==> config.mk <==
export PLATFORM = sky130hd
export DESIGN_NAME = alu_op_sequencer_flat
export DESIGN_NICKNAME = d
export VERILOG_FILES = /design/src/rtl/alu_pkg.sv /design/src/rtl/alu_op_sequencer_if.sv /design/src/rtl/alu_regfile.sv /design/src/rtl/alu_op_sequencer.sv /design/src/flat_wrapper.sv
export SDC_FILE = /design/constraint.sdc
export NUM_CORES = 1
export LEC_CHECK = 0
export CAP_MARGIN = 10
export CORE_MARGIN = 2
export CORE_UTILIZATION = 57
export DETAILED_ROUTE_END_ITERATION = 10
export PLACE_DENSITY = 0.81
export SLEW_MARGIN = 20
export SYNTH_ARGS = -nofsm -noshare
export SYNTH_HDL_FRONTEND = slang
export SYNTH_SLANG_ARGS = --single-unit
==> constraint.sdc <==
create_clock -name clk -period 2.5 [get_ports clk]
set_input_delay 0.625 -clock clk [delete_from_list [all_inputs] [get_ports clk]]
set_output_delay 0.625 -clock clk [all_outputs]
set_load 0.01 [all_outputs]
==> src/rtl/alu_pkg.sv <==
// Shared definitions for the ALU and its operand sequencer.
package alu_pkg;
    localparam int STATUS_W  = 6;
    localparam int OP_W      = 5;
    localparam int CARRY_BIT = 0;

    typedef enum logic [1:0] {
        IDLE = 2'd0,
        EXEC = 2'd1,
        RESP = 2'd2
    } seq_state_e;
endpackage

==> src/rtl/alu_op_sequencer_if.sv <==
// Command / response handshake bundle for alu_op_sequencer.
interface alu_op_sequencer_if #(
    parameter int Width = 16,
    parameter int AddrW = 3
);
    import alu_pkg::*;

    logic                cmd_valid;
    logic                cmd_ready;
    logic [OP_W-1:0]     cmd_op;
    logic [AddrW-1:0]    cmd_rs1;
    logic [AddrW-1:0]    cmd_rs2;
    logic [AddrW-1:0]    cmd_rd;
    logic                cmd_use_carry;
    logic                rsp_valid;
    logic                rsp_ready;
    logic [Width-1:0]    rsp_data;
    logic [STATUS_W-1:0] rsp_status;

    modport master (
        output cmd_valid, cmd_op, cmd_rs1, cmd_rs2, cmd_rd, cmd_use_carry, rsp_ready,
        input  cmd_ready, rsp_valid, rsp_data, rsp_status
    );

    modport slave (
        input  cmd_valid, cmd_op, cmd_rs1, cmd_rs2, cmd_rd, cmd_use_carry, rsp_ready,
        output cmd_ready, rsp_valid, rsp_data, rsp_status
    );
endinterface

==> src/rtl/alu_regfile.sv <==
// NumRegs x Width register file: two combinational reads, two synchronous
// writes. Port 0 (writeback) wins over port 1 (load) on the same address.
module alu_regfile #(
    parameter int Width   = 16,
    parameter int NumRegs = 8,
    parameter int AddrW   = 3
) (
    input  logic             clk,
    input  logic             rst,
    input  logic [AddrW-1:0] rd_addr0,
    output logic [Width-1:0] rd_data0,
    input  logic [AddrW-1:0] rd_addr1,
    output logic [Width-1:0] rd_data1,
    input  logic             we0,
    input  logic [AddrW-1:0] wa0,
    input  logic [Width-1:0] wd0,
    input  logic             we1,
    input  logic [AddrW-1:0] wa1,
    input  logic [Width-1:0] wd1
);
    logic [NumRegs-1:0][Width-1:0] rf_q, rf_d;

    assign rd_data0 = rf_q[rd_addr0];
    assign rd_data1 = rf_q[rd_addr1];

    // Next register contents; port 0 applied last so it overrides port 1.
    always_comb begin
        rf_d = rf_q;
        if (we1) rf_d[wa1] = wd1;
        if (we0) rf_d[wa0] = wd0;
    end

    // Register storage with synchronous clear.
    always_ff @(posedge clk) begin
        if (rst) rf_q <= '0;
        else     rf_q <= rf_d;
    end
endmodule

==> src/rtl/alu_op_sequencer.sv <==
// Sequencer around a combinational ALU: accept command, drive registered
// operands for one settle cycle, capture result/status, write back, respond.
module alu_op_sequencer
    import alu_pkg::*;
#(
    parameter int Width    = 16,
    parameter int NumRegs  = 8,
    parameter int AddrW    = 3,
    parameter int CarryBit = CARRY_BIT
) (
    input  logic                clk,
    input  logic                rst,
    alu_op_sequencer_if.slave   bus,
    input  logic                ld_en,
    input  logic [AddrW-1:0]    ld_addr,
    input  logic [Width-1:0]    ld_data,
    output logic [Width-1:0]    alu_A,
    output logic [Width-1:0]    alu_B,
    output logic [OP_W-1:0]     alu_F,
    output logic                alu_Cin,
    input  logic [Width-1:0]    alu_Out,
    input  logic [STATUS_W-1:0] alu_Status,
    output logic                carry_flag
);
    seq_state_e          state_q, state_d;
    logic [Width-1:0]    a_q, a_d, b_q, b_d;
    logic [OP_W-1:0]     f_q, f_d;
    logic                cin_q, cin_d;
    logic [AddrW-1:0]    rd_q, rd_d;
    logic [Width-1:0]    rsp_data_q, rsp_data_d;
    logic [STATUS_W-1:0] rsp_status_q, rsp_status_d;
    logic                rsp_valid_q, rsp_valid_d;
    logic                carry_q, carry_d;
    logic                wb_en;
    logic [Width-1:0]    rs1_data, rs2_data;

    // Reads see pre-edge contents, so a same-edge load never leaks into operands.
    alu_regfile #(.Width(Width), .NumRegs(NumRegs), .AddrW(AddrW)) u_rf (
        .clk      (clk),
        .rst      (rst),
        .rd_addr0 (bus.cmd_rs1),
        .rd_data0 (rs1_data),
        .rd_addr1 (bus.cmd_rs2),
        .rd_data1 (rs2_data),
        .we0      (wb_en),
        .wa0      (rd_q),
        .wd0      (alu_Out),
        .we1      (ld_en),
        .wa1      (ld_addr),
        .wd1      (ld_data)
    );

    assign bus.cmd_ready  = (state_q == IDLE) && !rst;
    assign bus.rsp_valid  = rsp_valid_q;
    assign bus.rsp_data   = rsp_data_q;
    assign bus.rsp_status = rsp_status_q;
    assign alu_A          = a_q;
    assign alu_B          = b_q;
    assign alu_F          = f_q;
    assign alu_Cin        = cin_q;
    assign carry_flag     = carry_q;

    // Next state, operand latch on accept, capture/writeback at end of EXEC.
    always_comb begin
        state_d      = state_q;
        a_d          = a_q;
        b_d          = b_q;
        f_d          = f_q;
        cin_d        = cin_q;
        rd_d         = rd_q;
        rsp_data_d   = rsp_data_q;
        rsp_status_d = rsp_status_q;
        rsp_valid_d  = rsp_valid_q;
        carry_d      = carry_q;
        wb_en        = 1'b0;
        case (state_q)
            IDLE: begin
                if (bus.cmd_valid && bus.cmd_ready) begin
                    a_d     = rs1_data;
                    b_d     = rs2_data;
                    f_d     = bus.cmd_op;
                    cin_d   = bus.cmd_use_carry ? carry_q : 1'b0;
                    rd_d    = bus.cmd_rd;
                    state_d = EXEC;
                end
            end
            EXEC: begin
                rsp_data_d   = alu_Out;
                rsp_status_d = alu_Status;
                carry_d      = alu_Status[CarryBit];
                rsp_valid_d  = 1'b1;
                wb_en        = 1'b1;
                state_d      = RESP;
            end
            RESP: begin
                if (bus.rsp_ready) begin
                    rsp_valid_d = 1'b0;
                    state_d     = IDLE;
                end
            end
            default: state_d = IDLE;
        endcase
    end

    // State and datapath registers; reset abandons any in-flight command.
    always_ff @(posedge clk) begin
        if (rst) begin
            state_q      <= IDLE;
            a_q          <= '0;
            b_q          <= '0;
            f_q          <= '0;
            cin_q        <= 1'b0;
            rd_q         <= '0;
            rsp_data_q   <= '0;
            rsp_status_q <= '0;
            rsp_valid_q  <= 1'b0;
            carry_q      <= 1'b0;
        end else begin
            state_q      <= state_d;
            a_q          <= a_d;
            b_q          <= b_d;
            f_q          <= f_d;
            cin_q        <= cin_d;
            rd_q         <= rd_d;
            rsp_data_q   <= rsp_data_d;
            rsp_status_q <= rsp_status_d;
            rsp_valid_q  <= rsp_valid_d;
            carry_q      <= carry_d;
        end
    end
endmodule

==> src/flat_wrapper.sv <==
// flat-port wrapper written by rule: the top's interface ports become plain ports
module alu_op_sequencer_flat import alu_pkg::*;
#(
    parameter int Width    = 16,
    parameter int NumRegs  = 8,
    parameter int AddrW    = 3,
    parameter int CarryBit = CARRY_BIT
)
  (clk, rst, ld_en, ld_addr, ld_data, alu_A, alu_B, alu_F, alu_Cin, alu_Out, alu_Status, carry_flag, bus_cmd_valid, bus_cmd_op, bus_cmd_rs1, bus_cmd_rs2, bus_cmd_rd, bus_cmd_use_carry, bus_rsp_ready, bus_cmd_ready, bus_rsp_valid, bus_rsp_data, bus_rsp_status);
  alu_op_sequencer_if #(.Width(Width), .AddrW(AddrW)) bus_i ();
  input  logic clk;
  input  logic rst;
  input  logic ld_en;
  input  logic [AddrW-1:0] ld_addr;
  input  logic [Width-1:0] ld_data;
  output logic [Width-1:0] alu_A;
  output logic [Width-1:0] alu_B;
  output logic [OP_W-1:0] alu_F;
  output logic alu_Cin;
  input  logic [Width-1:0] alu_Out;
  input  logic [STATUS_W-1:0] alu_Status;
  output logic carry_flag;
  input wire logic [$bits(bus_i.cmd_valid)-1:0] bus_cmd_valid;
  input wire logic [$bits(bus_i.cmd_op)-1:0] bus_cmd_op;
  input wire logic [$bits(bus_i.cmd_rs1)-1:0] bus_cmd_rs1;
  input wire logic [$bits(bus_i.cmd_rs2)-1:0] bus_cmd_rs2;
  input wire logic [$bits(bus_i.cmd_rd)-1:0] bus_cmd_rd;
  input wire logic [$bits(bus_i.cmd_use_carry)-1:0] bus_cmd_use_carry;
  input wire logic [$bits(bus_i.rsp_ready)-1:0] bus_rsp_ready;
  output wire logic [$bits(bus_i.cmd_ready)-1:0] bus_cmd_ready;
  output wire logic [$bits(bus_i.rsp_valid)-1:0] bus_rsp_valid;
  output wire logic [$bits(bus_i.rsp_data)-1:0] bus_rsp_data;
  output wire logic [$bits(bus_i.rsp_status)-1:0] bus_rsp_status;
  assign bus_i.cmd_valid = bus_cmd_valid;
  assign bus_i.cmd_op = bus_cmd_op;
  assign bus_i.cmd_rs1 = bus_cmd_rs1;
  assign bus_i.cmd_rs2 = bus_cmd_rs2;
  assign bus_i.cmd_rd = bus_cmd_rd;
  assign bus_i.cmd_use_carry = bus_cmd_use_carry;
  assign bus_i.rsp_ready = bus_rsp_ready;
  assign bus_cmd_ready = bus_i.cmd_ready;
  assign bus_rsp_valid = bus_i.rsp_valid;
  assign bus_rsp_data = bus_i.rsp_data;
  assign bus_rsp_status = bus_i.rsp_status;
  alu_op_sequencer #(.Width(Width), .NumRegs(NumRegs), .AddrW(AddrW), .CarryBit(CarryBit)) u_core (.clk(clk), .rst(rst), .bus(bus_i), .ld_en(ld_en), .ld_addr(ld_addr), .ld_data(ld_data), .alu_A(alu_A), .alu_B(alu_B), .alu_F(alu_F), .alu_Cin(alu_Cin), .alu_Out(alu_Out), .alu_Status(alu_Status), .carry_flag(carry_flag));
endmodule
==> results of run 1 <==
[cells by family (layout without fill, tap and decap cells)]
logic type,Yosys count,after routing
and+or+nand+nor,265,265
AOI/OAI and AO/OA,227,227
muxes,224,224
DFF,194,194
buffers and inverters,149,211
[metrics by stage]
stage / cell area [µm²] / worst slack, ns / hold slack, ns
after floorplan: 10510 / 0.3179 / 0.4443
after global placement: 11960 / 0.1183 / 0.4407
after detailed placement: 11960 / 0.05350 / 0.4465
after CTS: 12580 / 0.1766 / 0.4530
after global routing: 12580 / 0.1336 / 0.4600
final: 12580 / 0.1695 / 0.4535
[layout by cell type, fill, tap and decap left out, types with 2 or more instances in the layout]
cell type and n:
mux4_2 32, buf_4 41, dfxtp_1 194, nand2_1 61, inv_6 3, nor2b_1 4
clkdlybuf4s50_1 120, buf_12 14, or2_2 7, nor3_1 129, a22oi_1 25, a211oi_2 50
clkinvlp_4 2, a21oi_1 39, or2_1 8, clkinv_2 2, nand3_1 8, mux2i_1 192
nor4bb_4 2, bufinv_16 4, a32o_1 32, or3b_1 2, buf_2 2, nand2b_1 26
nand4b_1 3, a211oi_1 79, nor2_1 6, clkbuf_16 17
[flip-flops by register name, indices dropped and copies added (netlist names)]
name	count
u_core.alu_A	16
u_core.alu_B	16
u_core.alu_Cin	1
u_core.alu_F	5
u_core.bus.rsp_data	16
u_core.bus.rsp_status	6
u_core.bus.rsp_valid	1
u_core.rd_q	3
u_core.state_q	2
u_core.u_rf.rf_q	128
[final cells by class]
type	count	area share (%)
clock buffer	19	3.520
clock inverter	12	1.432
inverter	2	0.05966
multi-input combinational	716	47.46
sequential	194	30.86
tap	229	2.277
timing repair buffer	178	14.39
[worst min path at each step]
stage | start | end | slack, ns | cells past startpoint
4_1_cts | rst | u_core.alu_F[2]$_SDFFE_PP0P_ | 0.45 | 2
2_1_floorplan | u_core.rd_q[0]$_SDFFE_PP0P_ | u_core.rd_q[0]$_SDFFE_PP0P_ | 0.44 | 2
6_report | rst | u_core.alu_F[0]$_SDFFE_PP0P_ | 0.45 | 2
5_1_grt | rst | u_core.bus.rsp_status[5]$_SDFFE_PP0P_ | 0.46 | 2
3_3_place_gp | u_core.bus.rsp_data[4]$_SDFFE_PP0P_ | u_core.bus.rsp_data[4]$_SDFFE_PP0P_ | 0.44 | 2
3_5_place_dp | u_core.bus.rsp_status[5]$_SDFFE_PP0P_ | u_core.bus.rsp_status[5]$_SDFFE_PP0P_ | 0.45 | 2
[power by group through the flow]
stage	Combinational [W]	Clock (W)	Sequential, W
6_report	0.00115	0.00295	0.00333
5_1_grt	0.00121	0.00308	0.00334
4_1_cts	0.00113	0.00296	0.00332
3_5_place_dp	0.00112	0	0.00339
3_3_place_gp	0.00111	0	0.00338
2_1_floorplan	0.000658	0	0.00338
[routing by layer]
layer	part of all wire (%)	GRT usage (%)	wire, µm	up-vias
met5	0	0	0	-
met4	4.9	16.47	1658	0
met3	11	10.43	3726	173
met2	45	53.25	15220	620
met1	39	43.16	13140	4519
li1	-	-	-	4082
==> flow_summary.ini, run 1 <==
[floorplan]
die-area_mm2 = 0.01955
fp.coreArea_mm2 = 0.01802
fp-row-count = 49
start_util_pct = 58.32
fp.dieW_um = 139.8
die_h_um = 139.8
pin_count = 124

[power]
ir_drop_mv = 0.5863
power.density_cell_area_mw_per_mm2 = 590.3
power.total_w = 0.007428
p_comb_share_pct = 15.5
switching_share_pct = 26.70
p_leak_nw = 4.560
pwr-share-seq_pct = 44.8
pwr-share-clk_pct = 39.7
internal_power_w = 0.005445
switching_power_w = 0.001984

[yosys]
yosysWarnings = 0
ys_top_cells_by_area = dfxtp_1 37%, mux2i_1 18%, mux4_2 6.9%
synth_cell_types = 34
synth_area_mm2 = 0.01051
synthSimpleGateAreaFrac_pct = 12.84
synthAdderAreaFrac_pct = 0
yosysTopAreaCellShare_pct = 36.94
ys_ff_latch = 194
synthXorXnorAreaFrac_pct = 0
async_flop_share_pct = 0
syn_nets = 1120
synth-edff-count = 0
synth.avg_cell_area_um2 = 9.927
synth_compound_area_share_pct = 18.38
synthMuxAreaShare_pct = 25.14
ys_top_cells_by_count = 194 x dfxtp_1, 192 x mux2i_1, 129 x nor3_1, 85 x clkbuf_1, 79 x a211oi_1
ys.flop_type = dfxtp_1
yosysMostFrequentCell = dfxtp_1
syn_inst = 1059
yosys.area.top_type = dfxtp_1
seq_area_frac_synth_pct = 36.94
synth_top_family_by_area = multiplexers

[critical_path]
r2r-end = u_core.u_rf.rf_q[126]$_SDFF_PP0_
cpMaxStageDelayCell = clkdlybuf4s50_1
r2r-start = u_core.state_q[0]$_SDFFE_PP0P_
startpoint_type = register
critical_path_required_ns = 1.88
worst-path-stages = 2
crit_start = u_core.state_q[1]$_SDFFE_PP0P_
cp_top_family = buffers and inverters
cp_cell_sequence = nor3_1 > clkdlybuf4s50_1
worst_ep_arrival_time_ns = 1.71
r2r_setup_slack_ns = 0.34
path_class = register to output port
slowest_delay_ns = 0.57
r2r_cells = 3
critPathMaxFanout = 11
endpoint_kind = output port
critPathBufInv = 1
cp-endpoint = bus_cmd_ready

[timing]
rsz0062_at_grt = no
clock.fmax_ghz = 0.4291
hold_violations = 0
slew_viol_final = 0
period_needed_ns = 2.331
max_slew_margin_pct = 29.20
setup_tns_ns = 0
setup_viol = 0
skew_ns = 0.01268
period_share_pct = 93.22
worst_slew_pin_slew_ns = 1.062

[cts]
post_cts.resized_instances = 0
cts_setup_buffers = 0
cts.htree.levels = 4
clock_latency_ns = 0.45
ctsHoldBuffers = 0
clockRootBuffer = clkbuf_16
cts.clk_slew.worst_paths_ns = 0.08
clock_sinks = 194
numCtsBuffers = 17
cts_tree = built
clockBufferDepth = 2

[global_routing]
grt_pass1_wl_mm = 52.14
antenna_found_initial = 0
grt.overflow.total = 0
grt_max_degree = 76
grt.total_usage_pct = 34.11
grt_pass1_vias = 9151

[final_layout]
fin_util_pct = 69.81
finalNonFillerCells = 1350
nFillCells = 1368
seq_area_mm2 = 0.003884
n_antenna_cell = 0
multi_input_area_mm2 = 0.005972
drive_gt1_share_pct = 16.59
layout.nets = 1170
area_delta_synth_final_pct = 19.70

[placement]
port_buffers = 123
dp_hpwl_mm = 21.25
gp_congestion = 0.8672
placed_cells = 1319

[drt]
wl_per_cell_um = 25.00
drtAntennaViolNets = 0
via_per_inst = 6.959
wl_mm = 33.75
initialDrtViolationCount = 1038
drc = 0
dr_total_vias = 9394
first_pass_iters = 6

[status]
run_status = finished, final reports clean

[run]
drv_cap = 0

[min_path]
holdCritPathClass = input port to register
Note: power is estimated with default switching activity, not from simulation.
==> inputs of run 2 (changes only) <==
Settings changed: SLEW_MARGIN 20 to 0.
==> results of run 2 <==
The final DEF is identical to that of run 1; final timing and power are the same.
==> inputs of run 3 (changes only) <==
Settings changed: REMOVE_ABC_BUFFERS set to 1, SLEW_MARGIN 0 to 15.
==> run 3 against run 2 <==
Die area unchanged. Register-to-register slack improved by 0.19 ns. Count of clock-buffer cells in the layout unchanged. Flip-flop and latch count unchanged. Non-clock buffer count increased by 3. Sequential share of layout area decreased by 0.052 points. Final cell count increased by 0.30%. Hold slack improved by 0.0020 ns. Wire length decreased by 1.6%. Sequential power about the same. Global-route usage decreased by 0.22 points. Critical path depth unchanged.
==> flow_summary.ini, run 3 (same netlist as run 1, synthesis figures left out) <==
[drt]
first_pass_iters = 7
drtAntennaViolNets = 0
dr_total_vias = 9344
wl_mm = 33.21
drc = 0
via_per_inst = 6.901
initialDrtViolationCount = 1032
wl_per_cell_um = 24.53

[cts]
cts.clk_slew.worst_paths_ns = 0.07
clockBufferDepth = 2
cts_setup_buffers = 0
numCtsBuffers = 17
clockRootBuffer = clkbuf_16
cts.htree.levels = 4
cts_tree = built
clock_sinks = 194
clock_latency_ns = 0.44
ctsHoldBuffers = 0
post_cts.resized_instances = 0

[global_routing]
grt_max_degree = 93
antenna_found_initial = 0
grt_pass1_wl_mm = 51.89
grt.overflow.total = 0
grt.total_usage_pct = 33.89
grt_pass1_vias = 9052

[power]
pwr-share-clk_pct = 39.1
power.total_w = 0.007349
p_leak_nw = 4.581
switching_power_w = 0.001980
p_comb_share_pct = 15.7
switching_share_pct = 26.95
pwr-share-seq_pct = 45.2
ir_drop_mv = 0.5301
power.density_cell_area_mw_per_mm2 = 583.1
internal_power_w = 0.005369

[floorplan]
fp.dieW_um = 139.8
die-area_mm2 = 0.01955
fp.coreArea_mm2 = 0.01802
fp-row-count = 49
start_util_pct = 58.32
pin_count = 124
die_h_um = 139.8

[final_layout]
drive_gt1_share_pct = 16.98
n_antenna_cell = 0
final_common_cell = dfxtp_1
seq_area_mm2 = 0.003884
area_delta_synth_final_pct = 19.90
multi_input_area_mm2 = 0.005972
regMostFlops = u_core.u_rf.rf_q
fin_util_pct = 69.93
final_cell_mix = 194 x dfxtp_1, 192 x mux2i_1, 129 x nor3_1
largest_register_ffs = 128
nFillCells = 1404
layout.nets = 1173

[placement]
dp_hpwl_mm = 20.35
gp_congestion = 0.8580
port_buffers = 123

[critical_path]
worst_ep_arrival_time_ns = 1.64
r2r-end = u_core.u_rf.rf_q[4]$_SDFF_PP0_
path_class = register to output port
critical_path_required_ns = 1.88
r2r_cells = 3
endpoint_kind = output port
startpoint_type = register
critPathMaxFanout = 11
r2r-start = u_core.state_q[1]$_SDFFE_PP0P_
r2r_setup_slack_ns = 0.53

[timing]
setup_viol = 0
slew_viol_final = 0
max_slew_margin_pct = 21.40
rsz0062_at_grt = no
hold_slack_ns = 0.4555
hold_violations = 0
clock.fmax_ghz = 0.4416
skew_ns = 0.009260
worst_slew_pin_slew_ns = 1.179
period_needed_ns = 2.264
period_share_pct = 90.57

[run]
drv_cap = 0

[min_path]
whs_path_depth = 2
hold_end = u_core.bus.rsp_data[10]$_SDFFE_PP0P_
hold_start = u_core.bus.rsp_data[10]$_SDFFE_PP0P_
holdCritPathClass = register to register

[status]
run_status = finished, final reports clean
==> run 3: layout make-up <==
class	count	area share, %
clock buffers	19	3.593
clock inverters	13	1.241
inverters	2	0.05956
multi-input cells	716	47.38
flip-flops and latches	194	30.81
well taps	229	2.273
repair buffers	181	14.64
==> run 3: worst max-delay path by stage <==
| stage | from | end | cells after the start |
|---|---|---|---|
| floorplan | ld_addr[0] | u_core.u_rf.rf_q[10]$_SDFF_PP0_ | 3 |
| global placement | ld_addr[2] | u_core.u_rf.rf_q[73]$_SDFF_PP0_ | 5 |
| detailed placement | ld_addr[2] | u_core.u_rf.rf_q[76]$_SDFF_PP0_ | 5 |
| CTS | u_core.state_q[1]$_SDFFE_PP0P_ | bus_cmd_ready | 2 |
| global route | u_core.state_q[0]$_SDFFE_PP0P_ | bus_cmd_ready | 2 |
| finish | u_core.state_q[1]$_SDFFE_PP0P_ | bus_cmd_ready | 2 |
==> run 3: power by group through the flow <==
stage               clock network (W)  registers [W]  logic (W)
finish                        0.00287        0.00332    0.00116
floorplan                           0        0.00338   0.000474
global placement                    0        0.00338    0.00111
detailed placement                  0        0.00338    0.00113
CTS                           0.00289        0.00331    0.00113
global route                  0.00301        0.00333    0.00121
==> run 3: layer usage <==
| metal | routed length [µm] | track usage (%) | up-vias |
|---|---|---|---|
| met5 | 0 | 0 | - |
| met4 | 1318 | 16.21 | 0 |
| met3 | 3217 | 7.295 | 116 |
| met2 | 15500 | 52.61 | 591 |
| met1 | 13170 | 45.20 | 4546 |
| li1 | - | - | 4091 |
==> run 3: per-stage QoR <==
stage               cell area, µm²  setup TNS [ns]  instances  setup WS, ns
finish                       12600               0       1354        0.2356
global route                 12600               0       1354        0.1864
CTS                          12600               0       1354        0.2135
detailed placement           12000               0       1322       0.05009
global placement             12000               0       1322       0.09087
floorplan                     9816          -52.13        912        -1.252
==> run 3: critical path: stages (launching register included) <==
cell and delay (ns):
dfxtp_1 0.42, nor3_1 0.22, clkdlybuf4s50_1 0.56
